[config.mk]
export PLATFORM = sky130hd
export DESIGN_NAME = rasterizer_backend
export DESIGN_NICKNAME = d
export VERILOG_FILES = /design/src/rtl/rasterizer_pkg.sv /design/src/rtl/rasterizer_backend_edge_stepper.sv /design/src/rtl/rasterizer_backend.sv
export SDC_FILE = /design/constraint.sdc
export NUM_CORES = 2
export LEC_CHECK = 0
export ABC_AREA = 0
export BUFFER_PORTS_ARGS = -buffer_cell sky130_fd_sc_hd__buf_2
export CORE_AREA = 3 3 349 351
export DETAILED_ROUTE_END_ITERATION = 16
export DIE_AREA = 0 0 352 354
export PLACE_DENSITY = 0.81
export SLEW_MARGIN = 10
export SYNTH_ARGS = -nofsm -noshare
export SYNTH_HDL_FRONTEND = slang
export SYNTH_HIERARCHICAL = 1
export SYNTH_SLANG_ARGS = --single-unit
[constraint.sdc]
create_clock -name clk -period 29.3 [get_ports clk]
set_input_delay 4.395 -clock clk [delete_from_list [all_inputs] [get_ports clk]]
set_output_delay 4.395 -clock clk [all_outputs]
set_load 0.02 [all_outputs]
[src/rtl/rasterizer_pkg.sv]
// Shared types for the rasterizer back-end: FSM states, fragment and edge accumulator layouts.
package rasterizer_pkg;
    localparam int RB_DW = 12;          // screen-coordinate width
    localparam int RB_EW = 2 * RB_DW;   // edge-function width

    typedef enum logic [1:0] {
        IDLE,
        SETUP,
        SCAN,
        FINISH
    } state_e;

    typedef struct packed {
        logic signed [RB_EW-1:0] row;   // edge value at the start of the current row
        logic signed [RB_EW-1:0] cur;   // edge value at the cursor
    } edge_state_t;

    typedef struct packed {
        logic signed [RB_DW-1:0] x;
        logic signed [RB_DW-1:0] y;
        logic [2:0][RB_EW-1:0]   e;
        logic [RB_EW-1:0]        area_inv;
    } frag_t;
endpackage

[src/rtl/rasterizer_backend_edge_stepper.sv]
// One edge function: evaluates it at the box origin, then steps it across the box.
module edge_stepper
    import rasterizer_pkg::*;
#(
    parameter int DW = RB_DW
) (
    input  logic                 clk,
    input  logic                 rst,
    input  logic                 init_i,      // load start value at (tl.x, tl.y)
    input  logic                 step_x_i,    // move one pixel right
    input  logic                 step_row_i,  // move to start of next row
    input  logic                 hold_i,      // output slot busy: freeze
    input  logic signed [2*DW-1:0] e_i,
    input  logic signed [DW-1:0] dx_i,
    input  logic signed [DW-1:0] dy_i,
    input  logic signed [DW-1:0] tl_x_i,
    input  logic signed [DW-1:0] tl_y_i,
    output logic signed [2*DW-1:0] cur_o
);
    localparam int WW = 2 * DW + 2;

    edge_state_t st_q, st_d;

    logic signed [WW-1:0]   e_w, tx_w, ty_w, dxw_w, dyw_w, start_w;
    logic signed [2*DW-1:0] dx_w, dy_w;
    logic [1:0]             unused_start_hi;

    // Start value computed two bits wide of the edge width, then wrapped back.
    always_comb begin
        e_w     = {{2{e_i[2*DW-1]}}, e_i};
        tx_w    = {{(DW+2){tl_x_i[DW-1]}}, tl_x_i};
        ty_w    = {{(DW+2){tl_y_i[DW-1]}}, tl_y_i};
        dxw_w   = {{(DW+2){dx_i[DW-1]}}, dx_i};
        dyw_w   = {{(DW+2){dy_i[DW-1]}}, dy_i};
        start_w = e_w + tx_w * dxw_w + ty_w * dyw_w;
        dx_w    = {{DW{dx_i[DW-1]}}, dx_i};
        dy_w    = {{DW{dy_i[DW-1]}}, dy_i};
    end

    assign unused_start_hi = start_w[WW-1:WW-2];

    // Next accumulator values: init beats stepping; hold freezes everything else.
    always_comb begin
        st_d = st_q;
        if (init_i) begin
            st_d.row = start_w[2*DW-1:0];
            st_d.cur = start_w[2*DW-1:0];
        end else if (!hold_i) begin
            if (step_row_i) begin
                st_d.row = st_q.row + dy_w;
                st_d.cur = st_q.row + dy_w;
            end else if (step_x_i) begin
                st_d.cur = st_q.cur + dx_w;
            end
        end
    end

    // Accumulator register.
    always_ff @(posedge clk or posedge rst) begin
        if (rst) st_q <= '0;
        else     st_q <= st_d;
    end

    assign cur_o = st_q.cur;
endmodule

[src/rtl/rasterizer_backend.sv]
// Rasterizer back-end: latches a triangle setup, walks its box in raster order,
// and emits one fragment per covered pixel through a valid/ready output register.
module rasterizer_backend
    import rasterizer_pkg::*;
#(
    parameter int DATAWIDTH = RB_DW   // must equal RB_DW (fragment struct width)
) (
    input  logic                       clk,
    input  logic                       rst,
    input  logic                       i_dv,
    output logic                       o_next,
    input  logic [1:0][DATAWIDTH-1:0]  i_bb_tl,       // [0]=x, [1]=y
    input  logic [1:0][DATAWIDTH-1:0]  i_bb_br,
    input  logic [2*DATAWIDTH-1:0]     i_edge_val0,
    input  logic [2*DATAWIDTH-1:0]     i_edge_val1,
    input  logic [2*DATAWIDTH-1:0]     i_edge_val2,
    input  logic [1:0][DATAWIDTH-1:0]  i_edge_delta0, // [0]=dE/dx, [1]=dE/dy
    input  logic [1:0][DATAWIDTH-1:0]  i_edge_delta1,
    input  logic [1:0][DATAWIDTH-1:0]  i_edge_delta2,
    input  logic [2*DATAWIDTH-1:0]     i_area_inv,
    output logic                       o_frag_valid,
    input  logic                       i_frag_ready,
    output logic [DATAWIDTH-1:0]       o_frag_x,
    output logic [DATAWIDTH-1:0]       o_frag_y,
    output logic [2*DATAWIDTH-1:0]     o_frag_e0,
    output logic [2*DATAWIDTH-1:0]     o_frag_e1,
    output logic [2*DATAWIDTH-1:0]     o_frag_e2,
    output logic [2*DATAWIDTH-1:0]     o_frag_area_inv,
    output logic                       o_tri_done,
    output logic                       o_busy
);
    localparam int EW = 2 * DATAWIDTH;
    localparam logic [DATAWIDTH-1:0] ONE = {{(DATAWIDTH-1){1'b0}}, 1'b1};

    state_e state_q, state_d;

    // Latched setup
    logic [1:0][DATAWIDTH-1:0]      tl_q, br_q;
    logic [2:0][EW-1:0]             ev_q;
    logic [2:0][1:0][DATAWIDTH-1:0] dl_q;
    logic [EW-1:0]                  area_q;

    // Traversal state
    logic [DATAWIDTH-1:0] x_q, x_d, y_q, y_d;
    logic                 last_q, last_d;   // final candidate was covered; waiting to drain it
    frag_t                frag_q, frag_d;
    logic                 fvld_q, fvld_d;

    logic               init, step_x, step_row, adv, slot_free, covered, box_empty;
    logic [2:0][EW-1:0] cur_w;

    assign o_next     = (state_q == IDLE) & i_dv & ~rst;
    assign o_busy     = (state_q != IDLE);
    assign o_tri_done = (state_q == FINISH);
    assign slot_free  = !fvld_q || i_frag_ready;
    assign covered    = ~cur_w[0][EW-1] & ~cur_w[1][EW-1] & ~cur_w[2][EW-1];
    assign box_empty  = ($signed(tl_q[0]) > $signed(br_q[0])) ||
                        ($signed(tl_q[1]) > $signed(br_q[1]));

    genvar k;
    generate
        for (k = 0; k < 3; k++) begin : g_edge
            edge_stepper #(.DW(DATAWIDTH)) u_edge (
                .clk        (clk),
                .rst        (rst),
                .init_i     (init),
                .step_x_i   (step_x),
                .step_row_i (step_row),
                .hold_i     (~adv),
                .e_i        (ev_q[k]),
                .dx_i       (dl_q[k][0]),
                .dy_i       (dl_q[k][1]),
                .tl_x_i     (tl_q[0]),
                .tl_y_i     (tl_q[1]),
                .cur_o      (cur_w[k])
            );
        end
    endgenerate

    // Next state, cursor walk and fragment-slot update.
    always_comb begin
        state_d  = state_q;
        x_d      = x_q;
        y_d      = y_q;
        last_d   = last_q;
        frag_d   = frag_q;
        fvld_d   = fvld_q;
        init     = 1'b0;
        step_x   = 1'b0;
        step_row = 1'b0;
        adv      = 1'b0;
        unique case (state_q)
            IDLE: begin
                if (o_next) state_d = SETUP;
            end
            SETUP: begin
                init    = 1'b1;
                x_d     = tl_q[0];
                y_d     = tl_q[1];
                last_d  = 1'b0;
                state_d = box_empty ? FINISH : SCAN;
            end
            SCAN: begin
                if (slot_free) begin
                    if (last_q) begin
                        // last fragment is being accepted (or already gone)
                        fvld_d  = 1'b0;
                        state_d = FINISH;
                    end else begin
                        adv    = 1'b1;
                        fvld_d = covered;
                        if (covered) begin
                            frag_d.x        = x_q;
                            frag_d.y        = y_q;
                            frag_d.e        = cur_w;
                            frag_d.area_inv = area_q;
                        end
                        if ($signed(x_q) < $signed(br_q[0])) begin
                            step_x = 1'b1;
                            x_d    = x_q + ONE;
                        end else if ($signed(y_q) < $signed(br_q[1])) begin
                            step_row = 1'b1;
                            x_d      = tl_q[0];
                            y_d      = y_q + ONE;
                        end else if (covered) begin
                            last_d = 1'b1;
                        end else begin
                            state_d = FINISH;
                        end
                    end
                end
            end
            FINISH: begin
                state_d = IDLE;
            end
            default: state_d = IDLE;
        endcase
    end

    // FSM, cursor and output register.
    always_ff @(posedge clk or posedge rst) begin
        if (rst) begin
            state_q <= IDLE;
            x_q     <= '0;
            y_q     <= '0;
            last_q  <= 1'b0;
            frag_q  <= '0;
            fvld_q  <= 1'b0;
        end else begin
            state_q <= state_d;
            x_q     <= x_d;
            y_q     <= y_d;
            last_q  <= last_d;
            frag_q  <= frag_d;
            fvld_q  <= fvld_d;
        end
    end

    // Capture the setup on the consume edge.
    always_ff @(posedge clk or posedge rst) begin
        if (rst) begin
            tl_q   <= '0;
            br_q   <= '0;
            ev_q   <= '0;
            dl_q   <= '0;
            area_q <= '0;
        end else if (o_next) begin
            tl_q   <= i_bb_tl;
            br_q   <= i_bb_br;
            ev_q   <= {i_edge_val2, i_edge_val1, i_edge_val0};
            dl_q   <= {i_edge_delta2, i_edge_delta1, i_edge_delta0};
            area_q <= i_area_inv;
        end
    end

    assign o_frag_valid    = fvld_q;
    assign o_frag_x        = frag_q.x;
    assign o_frag_y        = frag_q.y;
    assign o_frag_e0       = frag_q.e[0];
    assign o_frag_e1       = frag_q.e[1];
    assign o_frag_e2       = frag_q.e[2];
    assign o_frag_area_inv = frag_q.area_inv;
endmodule

==> results_dict.tcl <==
set metrics [dict create \
    insertion_delay_ps 730 \
    postCtsHoldBufs 0 \
    track_usage 0.308 \
    synth_top_area_share 0.309 \
    drtIter0Drc 4442 \
    htree_levels 2 \
    layout-drive-gt1-share 0.0999 \
    cts_root_buffer "clkbuf_16" \
    die_w_um 352 \
    cp_data_arrival_time_ps 6340 \
    post_cts_resized 0 \
    hold_viol_final 0 \
    tns_ps 0 \
    synth_most_common_cell "inv_1" \
    grt_overflow_total 0 \
    grt_pass1_wl_um 300000 \
    clock.fmax_mhz 93.2 \
    rrSetupSlack_ps 21400 \
    tightest_slew_ps 1130 \
    ys_ff_latch 508 \
    rr_endpoint "g_edge[1].u_edge/cur_o[23]$_DFFE_PP0P_" \
    fin_crit_sh 0.366 \
    max_cap_viol_count 0 \
    synth_edf_count 0 \
    slew_headroom 0.246 \
    whs_path_depth 2 \
    n_fill_cell 9925 \
    synth_area_leader_cell "fa_1" \
    r2r_start "tl_q[16]$_DFFE_PP0P_" \
    ys_top_cells_by_area "fa_1 31%, dfrtp_1 19%, ha_1 9.2%" \
    ios 344 \
    gp_congestion 0.960 \
    cts_tree "yes" \
    wl_per_cell_um 21.4 \
    ys_seq_area_frac 0.195 \
    vias 50800 \
    crit_type "input port to output port" \
    antenna_found_initial 9 \
    worstPathRequired_ps 24900 \
    post_cts_buffers 0 \
    worstSetupStartpointType "input port" \
    drt_drc_violations_left 0 \
    netlist_area_mm2 0.0652 \
    die_h_um 354 \
    start_util 0.546 \
    fin_crit_ps 10730 \
    fin_nets 8931 \
    cp_max_fo 96 \
    outcome "finished, final reports clean" \
    synthTopCellsByCount "1,241 x inv_1, 1,209 x nand2_1, 1,005 x fa_1" \
    dieArea_mm2 0.125 \
    multi_input_area_mm2 0.0463 \
    yosysWarnings 6 \
    grt_max_degree 123 \
    via_per_inst 5.72 \
    area_growth_pct 7.46 \
    clk_pin_slew_ps 60 \
    clk_path_buf_depth 3 \
    rsz0062_at_grt "no" \
    cp-end-kind "output port" \
    seq_area_mm2 0.0127 \
    finalClockSkew_ps 61.0 \
    firstDrtPassIters 8 \
    setup_viol 0 \
    drtAntennaViolNets 0 \
    synth_cell_types 120 \
    clock-sinks 508 \
    dpl.hpwl_um 146000 \
    rr_worst_depth 23 \
    portBuffers 343 \
    synthFlopType "dfrtp_1" \
    drt-total-wl_um 190000 \
    async_flop_share 1.00 \
    drv_slew 0 \
    whs_endpoint "area_q[0]$_DFFE_PP0P_" \
    cts_buffers 59 \
    holdCritStartpoint "area_q[0]$_DFFE_PP0P_" \
    hp-class "flip-flop to flip-flop" \
    syn_nets 8800 \
    rows 127 \
    first_global_vias 53800 \
    core_mm2 0.119 \
    postSynthAreaPerCell_um2 9.19 \
    synthCells 7093 \
]
## worst max-delay path: stages
cell	delay [ps]
buf_2	160
inv_8	400
nand3_4	370
inv_8	560
buf_2	340
## flip-flops by register name, summed over array words and instances, names as in the netlist
name	cells
o_frag_e1	24
o_frag_area_inv	24
o_frag_x	12
ev_q	72
area_q	24
o_frag_y	12
o_frag_valid	1
o_frag_e2	24
x_q	12
tl_q	24
o_frag_e0	24
g_edge.u_edge/cur_o	72
state_q	2
br_q	24
dl_q	72
last_q	1
y_q	12
g_edge.u_edge/st_q	72
## layer usage
layer,up-vias,GRT usage,share of wire
met1,25400,0.392,0.38
met3,542,0.0826,0.11
met5,-,0,0.00026
li1,22400,-,-
met2,2476,0.490,0.46
met4,8,0.146,0.055
## through the flow
| step | setup WS, ps | hold WS [ps] | utilization | cell area (µm²) | std cells |
|---|---|---|---|---|---|
| 6_report | 18570 | 473 | 0.587 | 70100 | 8885 |
| 5_1_grt | 18370 | 494 | 0.587 | 70100 | 8883 |
| 4_1_cts | 18580 | 477 | 0.587 | 70100 | 8882 |
| 3_5_place_dp | 18580 | 461 | 0.569 | 67900 | 8775 |
| 3_3_place_gp | 18620 | 454 | 0.569 | 67900 | 8775 |
| 2_1_floorplan | 10970 | 442 | - | 65200 | 7093 |
## area by class of cell
cell class | count | share of cell area
repair buffers | 413 | 0.0322
flip-flops and latches | 508 | 0.181
inverters | 1249 | 0.0671
clock buffers | 84 | 0.0241
clock inverters | 23 | 0.00616
well taps | 1612 | 0.0288
diodes | 3 | 0.000107
multi-input cells | 4993 | 0.660
## worst max path at each step
stage	from	to	slack, ps	depth (start not counted)
3_3_place_gp	rst	o_next	18620	5
2_1_floorplan	rst	o_next	10970	5
4_1_cts	rst	o_next	18580	5
3_5_place_dp	rst	o_next	18580	5
5_1_grt	rst	o_next	18370	5
6_report	rst	o_next	18570	5
## placed cells by master (no fill, tap or decap), types with 118 or more instances in the layout
cell type	n
mux2_2	118
xnor2_1	170
dfrtp_1	508
buf_2	343
a21oi_1	203
nand2_1	1208
nor2_1	263
fa_1	1005
ha_1	481
and2_1	414
o21ai_0	179
inv_1	1237
## kinds of logic after synthesis
family / Yosys count / share of synthesized area
AOI/OAI and AO/OA: 892 / 0.0934
and+or+nand+nor: 2221 / 0.156
adders and majority gates: 1487 / 0.401
xor gates and xnor gates: 228 / 0.0307
DFF: 508 / 0.195
buffers and inverters: 1592 / 0.0964
muxes: 165 / 0.0277
Power is not shown: default switching activity piles up to over one toggle a cycle in this logic, so the estimate is an artifact.
